==> config.mk <==
export PLATFORM = sky130hd
export DESIGN_NAME = keyboard_ctl_flat
export DESIGN_NICKNAME = d
export VERILOG_FILES = /design/src/rtl/keyboard_pkg.sv /design/src/rtl/keyboard_if.sv /design/src/rtl/scancode_fsm.sv /design/src/rtl/keyboard_ctl.sv /design/src/flat_wrapper.sv
export SDC_FILE = /design/constraint.sdc
export NUM_CORES = 1
export LEC_CHECK = 0
export CAP_MARGIN = 20
export CELL_PAD_IN_SITES_DETAIL_PLACEMENT = 1
export CELL_PAD_IN_SITES_GLOBAL_PLACEMENT = 1
export CORE_MARGIN = 8
export CORE_UTILIZATION = 51
export CTS_BUF_LIST = sky130_fd_sc_hd__clkbuf_4 sky130_fd_sc_hd__clkbuf_8
export DETAILED_ROUTE_END_ITERATION = 12
export PLACE_DENSITY_LB_ADDON = 0.1
export SLEW_MARGIN = 20
export SYNTH_ARGS = -nofsm -noshare
export SYNTH_HDL_FRONTEND = slang
export SYNTH_SLANG_ARGS = --single-unit
==> constraint.sdc <==
create_clock -name clk -period 3.6 [get_ports clk]
set_clock_uncertainty 0.15 [all_clocks]
set_input_delay 0.36 -clock clk [delete_from_list [all_inputs] [get_ports clk]]
set_output_delay 0.36 -clock clk [all_outputs]
set_load 0.05 [all_outputs]
==> src/rtl/keyboard_pkg.sv <==
// Shared types and scancode constants for the PS/2 player-input front end.
// Covers decoder states, key direction, scancodes and key-slot helpers.
package keyboard_pkg;

  typedef enum logic [1:0] {
    IDLE,
    EXT,
    BRK,
    EXT_BRK
  } kb_state_t;

  typedef enum logic {
    DIR_LEFT,
    DIR_RIGHT
  } dir_t;

  localparam logic [7:0] SC_EXT    = 8'hE0;
  localparam logic [7:0] SC_BRK    = 8'hF0;
  localparam logic [7:0] SC_UP     = 8'h75;
  localparam logic [7:0] SC_LEFT   = 8'h6B;
  localparam logic [7:0] SC_RIGHT  = 8'h74;
  localparam logic [7:0] SC_SPACE  = 8'h29;
  localparam logic [7:0] SC_ENTER  = 8'h5A;

  localparam logic [7:0] SC_BAT    = 8'hAA;
  localparam logic [7:0] SC_ACK    = 8'hFA;
  localparam logic [7:0] SC_ECHO   = 8'hEE;
  localparam logic [7:0] SC_RESEND = 8'hFE;

  localparam logic [7:0] SC_ERR_LO = 8'h00;
  localparam logic [7:0] SC_ERR_HI = 8'hFF;

  // Slots of the held-key vector.
  localparam int NUM_KEYS  = 4;
  localparam int KEY_UP    = 0;
  localparam int KEY_SPACE = 1;
  localparam int KEY_LEFT  = 2;
  localparam int KEY_RIGHT = 3;

  function automatic logic is_control(input logic [7:0] b);
    return (b == SC_BAT) || (b == SC_ACK) || (b == SC_ECHO) || (b == SC_RESEND);
  endfunction

  function automatic logic is_error(input logic [7:0] b);
    return (b == SC_ERR_LO) || (b == SC_ERR_HI);
  endfunction

  function automatic logic [7:0] key_code(input int idx);
    logic [7:0] code;
    case (idx)
      KEY_UP:    code = SC_UP;
      KEY_SPACE: code = SC_SPACE;
      KEY_LEFT:  code = SC_LEFT;
      default:   code = SC_RIGHT;
    endcase
    return code;
  endfunction

  function automatic logic key_ext(input int idx);
    return idx != KEY_SPACE;
  endfunction

endpackage

==> src/rtl/keyboard_if.sv <==
// Byte stream from the PS/2 receiver: a one-cycle strobe with its data byte.
interface keyboard_if;

  logic [7:0] rx_data;
  logic       rx_valid;

  modport master (
    output rx_data,
    output rx_valid
  );

  modport slave (
    input rx_data,
    input rx_valid
  );

endinterface

==> src/rtl/scancode_fsm.sv <==
// Make/break/extended prefix decoder with stale-prefix timeout.
// Emits one registered event per completed scancode, or a flush on error bytes.
module scancode_fsm
  import keyboard_pkg::*;
#(
  parameter int TIMEOUT_CYC = 65_000
) (
  input  logic       clk,
  input  logic       rst,
  keyboard_if.slave  rx,
  output logic       ev_valid,
  output logic [7:0] ev_code,
  output logic       ev_ext,
  output logic       ev_break,
  output logic       ev_flush
);

  localparam int CNT_W = (TIMEOUT_CYC > 2) ? $clog2(TIMEOUT_CYC) : 1;
  localparam logic [CNT_W-1:0] CNT_LAST = CNT_W'(TIMEOUT_CYC - 1);

  kb_state_t        state_reg, state_next;
  logic [CNT_W-1:0] cnt_reg, cnt_next;
  logic             ev_valid_reg, ev_valid_next;
  logic [7:0]       ev_code_reg, ev_code_next;
  logic             ev_ext_reg, ev_ext_next;
  logic             ev_break_reg, ev_break_next;
  logic             ev_flush_reg, ev_flush_next;

  always_ff @(posedge clk or negedge rst) begin
    if (!rst) begin
      state_reg    <= IDLE;
      cnt_reg      <= '0;
      ev_valid_reg <= 1'b0;
      ev_code_reg  <= '0;
      ev_ext_reg   <= 1'b0;
      ev_break_reg <= 1'b0;
      ev_flush_reg <= 1'b0;
    end else begin
      state_reg    <= state_next;
      cnt_reg      <= cnt_next;
      ev_valid_reg <= ev_valid_next;
      ev_code_reg  <= ev_code_next;
      ev_ext_reg   <= ev_ext_next;
      ev_break_reg <= ev_break_next;
      ev_flush_reg <= ev_flush_next;
    end
  end

  always_comb begin
    state_next    = state_reg;
    cnt_next      = cnt_reg;
    ev_valid_next = 1'b0;
    ev_code_next  = ev_code_reg;
    ev_ext_next   = 1'b0;
    ev_break_next = 1'b0;
    ev_flush_next = 1'b0;

    if (rx.rx_valid) begin
      // A byte always wins over an expiring timeout and restarts the count.
      cnt_next     = '0;
      ev_code_next = rx.rx_data;
      if (is_error(rx.rx_data)) begin
        state_next    = IDLE;
        ev_flush_next = 1'b1;
      end else if (is_control(rx.rx_data)) begin
        state_next = IDLE;
      end else begin
        case (state_reg)
          IDLE: begin
            if (rx.rx_data == SC_EXT) begin
              state_next = EXT;
            end else if (rx.rx_data == SC_BRK) begin
              state_next = BRK;
            end else begin
              ev_valid_next = 1'b1;
            end
          end
          EXT: begin
            if (rx.rx_data == SC_BRK) begin
              state_next = EXT_BRK;
            end else if (rx.rx_data != SC_EXT) begin
              ev_valid_next = 1'b1;
              ev_ext_next   = 1'b1;
              state_next    = IDLE;
            end
          end
          BRK: begin
            if (rx.rx_data != SC_BRK) begin
              ev_valid_next = 1'b1;
              ev_break_next = 1'b1;
              state_next    = IDLE;
            end
          end
          EXT_BRK: begin
            if (rx.rx_data != SC_BRK) begin
              ev_valid_next = 1'b1;
              ev_ext_next   = 1'b1;
              ev_break_next = 1'b1;
              state_next    = IDLE;
            end
          end
          default: state_next = IDLE;
        endcase
      end
    end else if (state_reg != IDLE) begin
      if (cnt_reg == CNT_LAST) begin
        state_next = IDLE;
        cnt_next   = '0;
      end else begin
        cnt_next = cnt_reg + 1'b1;
      end
    end
  end

  assign ev_valid = ev_valid_reg;
  assign ev_code  = ev_code_reg;
  assign ev_ext   = ev_ext_reg;
  assign ev_break = ev_break_reg;
  assign ev_flush = ev_flush_reg;

endmodule

==> src/rtl/keyboard_ctl.sv <==
// Player-input front end: turns decoded scancode events into level-held
// jump/left/right controls and a sticky start_game flag.
module keyboard_ctl
  import keyboard_pkg::*;
#(
  parameter int TIMEOUT_CYC = 65_000
) (
  input  logic      clk,
  input  logic      rst,
  keyboard_if.slave rx,
  output logic      jump,
  output logic      left,
  output logic      right,
  output logic      start_game
);

  logic       ev_valid;
  logic [7:0] ev_code;
  logic       ev_ext;
  logic       ev_break;
  logic       ev_flush;

  scancode_fsm #(
    .TIMEOUT_CYC (TIMEOUT_CYC)
  ) u_fsm (
    .clk      (clk),
    .rst      (rst),
    .rx       (rx),
    .ev_valid (ev_valid),
    .ev_code  (ev_code),
    .ev_ext   (ev_ext),
    .ev_break (ev_break),
    .ev_flush (ev_flush)
  );

  logic [NUM_KEYS-1:0] key_hit;
  logic [NUM_KEYS-1:0] held_reg, held_next;
  dir_t                last_dir_reg, last_dir_next;
  logic                start_reg, start_next;
  logic                jump_reg, jump_next;
  logic                left_reg, left_next;
  logic                right_reg, right_next;

  // Typematic repeats rewrite the same value, so they leave the flag unchanged.
  for (genvar gi = 0; gi < NUM_KEYS; gi++) begin : g_key
    assign key_hit[gi]   = ev_valid && (ev_code == key_code(gi)) && (ev_ext == key_ext(gi));
    assign held_next[gi] = ev_flush ? 1'b0 : (key_hit[gi] ? ~ev_break : held_reg[gi]);
  end

  always_comb begin
    last_dir_next = last_dir_reg;
    start_next    = start_reg;
    if (key_hit[KEY_LEFT] && !ev_break) begin
      last_dir_next = DIR_LEFT;
    end else if (key_hit[KEY_RIGHT] && !ev_break) begin
      last_dir_next = DIR_RIGHT;
    end
    if (ev_valid && !ev_ext && !ev_break && (ev_code == SC_ENTER)) begin
      start_next = 1'b1;
    end
  end

  // The most recently pressed direction wins while both are held.
  always_comb begin
    jump_next  = held_next[KEY_UP] | held_next[KEY_SPACE];
    left_next  = held_next[KEY_LEFT] &
                 (~held_next[KEY_RIGHT] | (last_dir_next == DIR_LEFT));
    right_next = held_next[KEY_RIGHT] &
                 (~held_next[KEY_LEFT] | (last_dir_next == DIR_RIGHT));
  end

  always_ff @(posedge clk or negedge rst) begin
    if (!rst) begin
      held_reg     <= '0;
      last_dir_reg <= DIR_LEFT;
      start_reg    <= 1'b0;
      jump_reg     <= 1'b0;
      left_reg     <= 1'b0;
      right_reg    <= 1'b0;
    end else begin
      held_reg     <= held_next;
      last_dir_reg <= last_dir_next;
      start_reg    <= start_next;
      jump_reg     <= jump_next;
      left_reg     <= left_next;
      right_reg    <= right_next;
    end
  end

  assign jump       = jump_reg;
  assign left       = left_reg;
  assign right      = right_reg;
  assign start_game = start_reg;

endmodule
==> src/flat_wrapper.sv <==
// flat-port wrapper written by rule: the top's interface ports become plain ports
module keyboard_ctl_flat import keyboard_pkg::*;
#(
  parameter int TIMEOUT_CYC = 65_000
)
  (clk, rst, jump, left, right, start_game, rx_rx_data, rx_rx_valid);
  keyboard_if rx_i ();
  input  logic clk;
  input  logic rst;
  output logic jump;
  output logic left;
  output logic right;
  output logic start_game;
  input wire logic [$bits(rx_i.rx_data)-1:0] rx_rx_data;
  input wire logic [$bits(rx_i.rx_valid)-1:0] rx_rx_valid;
  assign rx_i.rx_data = rx_rx_data;
  assign rx_i.rx_valid = rx_rx_valid;
  keyboard_ctl #(.TIMEOUT_CYC(TIMEOUT_CYC)) u_core (.clk(clk), .rst(rst), .rx(rx_i), .jump(jump), .left(left), .right(right), .start_game(start_game));
endmodule
==> results of run 1 <==
## layout by cell type, fill, tap and decap left out, drive strengths merged, types with 2 or more instances in the layout
cell	n
nor4	7
nor2	17
nand4	8
nand2	14
nand2b	3
and2	2
nor3	12
clkdlybuf4s50	13
mux2	9
clkbuf	6
xnor2	7
a211o	3
nand3	8
nor2b	2
o311ai	2
a31oi	5
a21oi	6
nand4b	3
buf	3
or4	6
inv	9
a22o	2
or3	3
dfrtp	39
o21ai	6
mux2i	2
nand4bb	3
## cell type report
type	instances	area (um^2)	share of cell area
Clock buffer	6	82.6	0.0358
Clock inverter	2	35.0	0.0152
Inverter	9	33.8	0.0147
Multi-Input combinational cell	143	968	0.420
Sequential cell	39	976	0.423
Tap cell	48	60.1	0.0260
Timing Repair Buffer	16	150	0.0651
## power groups by stage
stage | Sequential [W] | Clock (W) | Combinational, W
after global routing | 0.000465 | 0.000403 | 0.0000906
after CTS | 0.000464 | 0.000390 | 0.0000843
after detailed placement | 0.000473 | 0 | 0.0000837
after floorplan | 0.000480 | 0 | 0.0000335
final | 0.000464 | 0.000380 | 0.0000833
after global placement | 0.000471 | 0 | 0.0000802
## logic make-up after synthesis
| kind of cell | after synthesis |
|---|---|
| compound gates | 32 |
| flops | 39 |
| xor+xnor | 7 |
| fa+ha+maj | 1 |
| buf+inv | 14 |
| simple gates | 92 |
| mux | 11 |
## worst min-delay path by stage
stage                                 start            endpoint  slack [ns]  depth (start not counted)
final                                   rst         u_core.left        0.03                          1
after global routing                    rst        u_core.right        0.08                          1
after CTS                               rst        u_core.right        0.05                          1
after detailed placement  u_core.start_game   u_core.start_game        0.30                          1
after global placement    u_core.start_game   u_core.start_game        0.29                          1
after floorplan                         rst  u_core.held_reg[0]       -0.09                          0
## stage by stage
step | area [um^2] | util | instances | total power [W] | hold WS, ns
floorplan | 2000 | - | 196 | 0.000513 | -0.0856
CTS | 2310 | 0.621 | 263 | 0.000938 | 0.0472
global placement | 2190 | 0.589 | 255 | 0.000551 | 0.288
global route | 2310 | 0.621 | 263 | 0.000959 | 0.0818
detailed placement | 2190 | 0.589 | 255 | 0.000556 | 0.301
finish | 2310 | 0.621 | 263 | 0.000927 | 0.0269
## per-layer routing
metal	track usage	routed length (um)
met4	0.0759	86
met3	0.0428	224
met1	0.215	2260
met5	0	0
met2	0.274	2440
==> run_results.csv, run 1 <==
group,metric,value,unit
worst_hold_path,worstHoldPathType,"in -> async",
timing,tns,0,ns
power_and_ir_drop,vdd_drop_max,0.236,mV
cells_and_area,largest_reg_flops,16,
place,hpwl,3560,um
status,outcome,"finished clean",
global_routing,grt_overflow_total,0,
timing,post-route-period-util,0.638,
die,fp.dieArea,6190,um^2
cts,hold_buffers,0,
die,die_height,78.7,um
worst_setup_path,path_max_fanout,12,
drt,ant_nets,0,
timing,layout_setup_ws,1.30,ns
cts,numCtsBuffers,5,
synthesis,synthTopCellsByCount,"dfrtp_1, nor2_1, nand2_1",
global_routing,grt_pass1_vias,1763,
worst_setup_path,crit_end,"u_core.u_fsm.cnt_reg[0]",
synthesis,synth_edf_count,0,
power_and_ir_drop,p_clk_frac,0.410,
worst_setup_path,cpLargestDelayFamily,"simple AND/OR/NAND/NOR gates",
synthesis,synth-compound-area-share,0.117,
synthesis,yosys.area_share.adder,0.00624,
drt,via_count,1652,
cts,htreeDepth,2,
synthesis,ys_ff_latch,39,
synthesis,syn_area,2000,um^2
worst_setup_path,cp.depth,5,
timing,setup_viol,0,
cells_and_area,nets,226,
synthesis,synth_xor_area_frac,0.0306,
worst_setup_path,rr_startpoint,"u_core.u_fsm.cnt_reg[1]",
synthesis,netlist_instances,196,
die,initial_utilization,0.539,
worst_setup_path,cp-end-kind,"flop",
cts,postCtsSetupBuffers,0,
power_and_ir_drop,p_sw_frac,0.234,
global_routing,grt_pass1_wl,8510,um
worst_setup_path,reg2reg_to,"u_core.u_fsm.cnt_reg[0]",
synthesis,synth_top_area_cell,"dfrtp_1",
synthesis,ys_seq_area_frac,0.487,
worst_setup_path,slowest_stage,"or4_4",
synthesis,yosys_most_used_dff,"dfrtp_1",
cts,cts_tree,"done",
synthesis,synthSimpleGateAreaFrac,0.268,
power_and_ir_drop,p_comb_frac,0.090,
synthesis,ys_async_sr_fraction,1.00,
worst_setup_path,crit_buf_inv,0,
place,place_congestion,0.773,
cts,cts_resized,0,
cts,cts_buffer_depth,2,
cells_and_area,area_growth_syn_to_layout,15.0,%
worst_setup_path,rrSetupSlack,1.30,ns
synthesis,yosysTopAreaCellShare,0.487,
synthesis,ys_types,45,
timing,clock.fmax,436,MHz
power_and_ir_drop,internal-power,0.000710,W
drt,drtIter0Drc,86,
die,top_level_ports,15,
drt,detail_route.first_pass.iterations,4,
worst_setup_path,worstPathArrival,2.33,ns
die,rows,22,
synthesis,yosysMostFrequentCell,"dfrtp_1",
die,die_x,78.7,um
global_routing,grt_start_max_net_pins,40,
power_and_ir_drop,p_sw,0.000217,W
synthesis,synth_area_leaders,"dfrtp_1, mux2_2, nor2_1, xnor2_1, nor3_1",
worst_setup_path,cp-start-kind,"flop",
cells_and_area,fillCellCount,425,
timing,rsz0062_at_grt,"false",
run,cap_violations,0,
die,fp.coreArea,3720,um^2
cts,clk_latency,0.30,ns
worst_setup_path,slowest_delay,0.60,ns
synthesis,avgSynthCellArea,10.2,um^2
worst_setup_path,crit_path_cell_trace,"ha_1 > nand4bb_1 > or4_4 > and2_2 > mux2_2",
drt,wl_per_cell,19.0,um
drt,vias_per_cell,6.28,
global_routing,grt_use_total,0.172,
worst_setup_path,reg2reg_depth,5,
drt,wl,5010,um
timing,fin_crit,2.30,ns
global_routing,antenna_found_initial,0,
cells_and_area,layout-drive-gt1-share,0.140,
power_and_ir_drop,power.share.sequential,0.500,
timing,worstMarginPinSlew,0.875,ns
drt,drc_errors,0,
worst_setup_path,worst-setup-path-type,"reg -> reg",
synthesis,ys_warn_count,0,
place,io_buffers,14,
timing,slew_headroom,0.417,
synthesis,yosys-mux-area-fraction,0.0605,
cts,cts-root-buf,"clkbuf_8",
cells_and_area,n_antenna_cell,0,
place,place_ws,1.27,ns
worst_setup_path,required,3.64,ns
timing,maxSlewViolCount,0,
power_and_ir_drop,power_density,402,nW/um^2
power_and_ir_drop,cellLeakagePower,0.916,nW
worst_setup_path,startpoint,"u_core.u_fsm.cnt_reg[1]",
cts,clk_pin_slew,0.08,ns
synthesis,synth_top_family_by_area,"simple AND/OR/NAND/NOR gates",
synthesis,syn-num-nets,208,
timing,hold_viol,0,
cts,cts_sinks,39,
No activity file was read; power rests on OpenSTA's default activity.
==> run 2: changes to the inputs <==
- CORE_UTILIZATION: 51 -> 43
- clock period: 3.6 -> 2 ns (I/O delays scaled with it)
==> run 2 against run 1 <==
Against the previous run: routed wire length up 8.4%; clock power rose by 58%; count of clock-buffer cells in the layout increased by 2.
==> run_results.csv, run 2 (same netlist as run 1, synthesis figures left out) <==
group,metric,value,unit
power_and_ir_drop,power.share.sequential,0.516,
global_routing,grt_overflow_total,0,
cts,clk_pin_slew,0.08,ns
power_and_ir_drop,power_density,630,nW/um^2
worst_setup_path,slowest_stage,"or4_4",
worst_setup_path,worst-setup-path-type,"reg -> reg",
die,fp.coreArea,4600,um^2
power_and_ir_drop,p_sw,0.000390,W
cells_and_area,final_util,0.556,
worst_setup_path,required,2.03,ns
drt,drtIter0Drc,34,
timing,fin_crit,1.98,ns
power_and_ir_drop,internal-power,0.00122,W
worst_hold_path,hold_path.startpoint,"u_core.start_game",
timing,setup_viol,0,
cts,cts_buffer_depth,2,
global_routing,grt_pass1_wl,9100,um
worst_setup_path,crit_buf_inv,0,
die,fp.dieArea,7100,um^2
drt,detail_route.first_pass.iterations,4,
cts,cts_tree,"done",
run,cap_violations,0,
cts,cts-root-buf,"clkbuf_8",
die,die_x,84.3,um
worst_setup_path,cp-start-kind,"flop",
drt,vias_per_cell,5.73,
timing,tns,0,ns
cts,numCtsBuffers,5,
worst_setup_path,crit_path_cell_trace,"ha_2 > nand4bb_1 > or4_4 > a31o_1 > a22o_2",
place,io_buffers,14,
global_routing,grt_use_total,0.156,
worst_hold_path,worstHoldEndpoint,"u_core.start_game",
worst_hold_path,min_path_cells,1,
cts,htreeDepth,2,
worst_setup_path,slowest_delay,0.56,ns
timing,clock.fmax,504,MHz
cts,clk_latency,0.29,ns
cells_and_area,regArea,977,um^2
place,dp_cells,290,
place,hpwl,4100,um
status,outcome,"finished clean",
cells_and_area,fillCellCount,517,
cells_and_area,layout_common_cells,"dfrtp_1, buf_4, nor2_1",
global_routing,antenna_found_initial,0,
cells_and_area,largest_reg_flops,16,
timing,worstMarginPinSlew,0.618,ns
worst_setup_path,rrSetupSlack,0.02,ns
drt,ant_nets,0,
power_and_ir_drop,p_comb_frac,0.110,
cells_and_area,area_growth_syn_to_layout,27.5,%
worst_setup_path,worstPathArrival,2.01,ns
timing,post-route-period-util,0.992,
cells_and_area,layout_commonest_cell,"dfrtp_1",
drt,drc_errors,0,
global_routing,grt_start_max_net_pins,40,
worst_setup_path,startpoint,"u_core.u_fsm.cnt_reg[1]",
power_and_ir_drop,cellLeakagePower,1.06,nW
power_and_ir_drop,p_clk_frac,0.374,
drt,via_count,1718,
die,initial_utilization,0.436,
timing,hold_viol,0,
timing,maxSlewViolCount,0,
worst_hold_path,worstHoldPathType,"reg -> reg",
global_routing,grt_pass1_vias,1890,
worst_setup_path,reg2reg_depth,5,
power_and_ir_drop,totalPowerFinal,0.00161,W
cells_and_area,layout-drive-gt1-share,0.264,
cells_and_area,n_antenna_cell,0,
worst_setup_path,cpLargestDelayFamily,"simple AND/OR/NAND/NOR gates",
die,die_height,84.3,um
drt,wl,5420,um
drt,wl_per_cell,18.1,um
power_and_ir_drop,p_sw_frac,0.242,
die,rows,25,
power_and_ir_drop,vdd_drop_max,0.318,mV
worst_setup_path,reg2reg_to,"u_core.u_fsm.cnt_reg[13]",
worst_setup_path,cp-end-kind,"flop",
cells_and_area,fin_cells,300,
cells_and_area,multi_input_area,988,um^2
worst_setup_path,rr_startpoint,"u_core.u_fsm.cnt_reg[1]",
timing,rsz0062_at_grt,"true",
die,top_level_ports,15,
worst_setup_path,path_max_fanout,5,
timing,slew_headroom,0.583,
place,place_congestion,0.852,
cells_and_area,nets,257,
cts,cts_sinks,39,
==> run 2: worst max-delay path by stage <==
stage / slack, ns / endpoint / cells after the start
2_1_floorplan: 0.02 / u_core.u_fsm.cnt_reg[0] / 5
3_3_place_gp: -0.11 / u_core.u_fsm.cnt_reg[10] / 7
3_5_place_dp: -0.15 / u_core.u_fsm.cnt_reg[10] / 7
4_1_cts: 0.001 / u_core.jump / 4
5_1_grt: -0.05 / u_core.jump / 4
6_report: 0.02 / u_core.u_fsm.cnt_reg[13] / 5
==> run 2: repair_timing <==
item | 4_1_cts | 5_1_grt
pin swaps | 0 | 3
buffers inserted | 1 | 0
setup endpoints to repair | 2 | 7
gates resized for setup | 0 | 6
hold buffers | 1 | 0
hold endpoints to repair | 39 | 0
==> run 2: layout make-up <==
class | instances | area share
Multi-Input combinational cell | 143 | 0.387
Inverter | 9 | 0.0132
Timing Repair Buffer | 47 | 0.151
Clock buffer | 8 | 0.0406
Tap cell | 54 | 0.0264
Sequential cell | 39 | 0.382
==> run 2: power groups by stage <==
stage	registers, W	logic [W]	clock network, W
finish	0.000831	0.000178	0.000602
global route	0.000834	0.000194	0.000647
floorplan	0.000864	0.0000604	0
detailed placement	0.000847	0.000176	0
CTS	0.000831	0.000178	0.000616
global placement	0.000844	0.000169	0
==> run 2: routing by layer <==
metal / GRT usage / share of wire / up-vias
li1: - / - / 825
met4: 0.0581 / 0.0092 / 0
met5: 0 / 0 / -
met1: 0.173 / 0.42 / 870
met2: 0.285 / 0.55 / 16
met3: 0.0319 / 0.020 / 7
==> run 2: through the flow <==
| step | hold WS, ns | area, um^2 | setup WS (ns) |
|---|---|---|---|
| after CTS | 0.319 | 2530 | 0.00143 |
| after floorplan | -0.246 | 2000 | 0.0226 |
| after global placement | 0.132 | 2410 | -0.107 |
| final | 0.312 | 2560 | 0.0165 |
| after global routing | 0.349 | 2560 | -0.0479 |
| after detailed placement | 0.152 | 2410 | -0.155 |
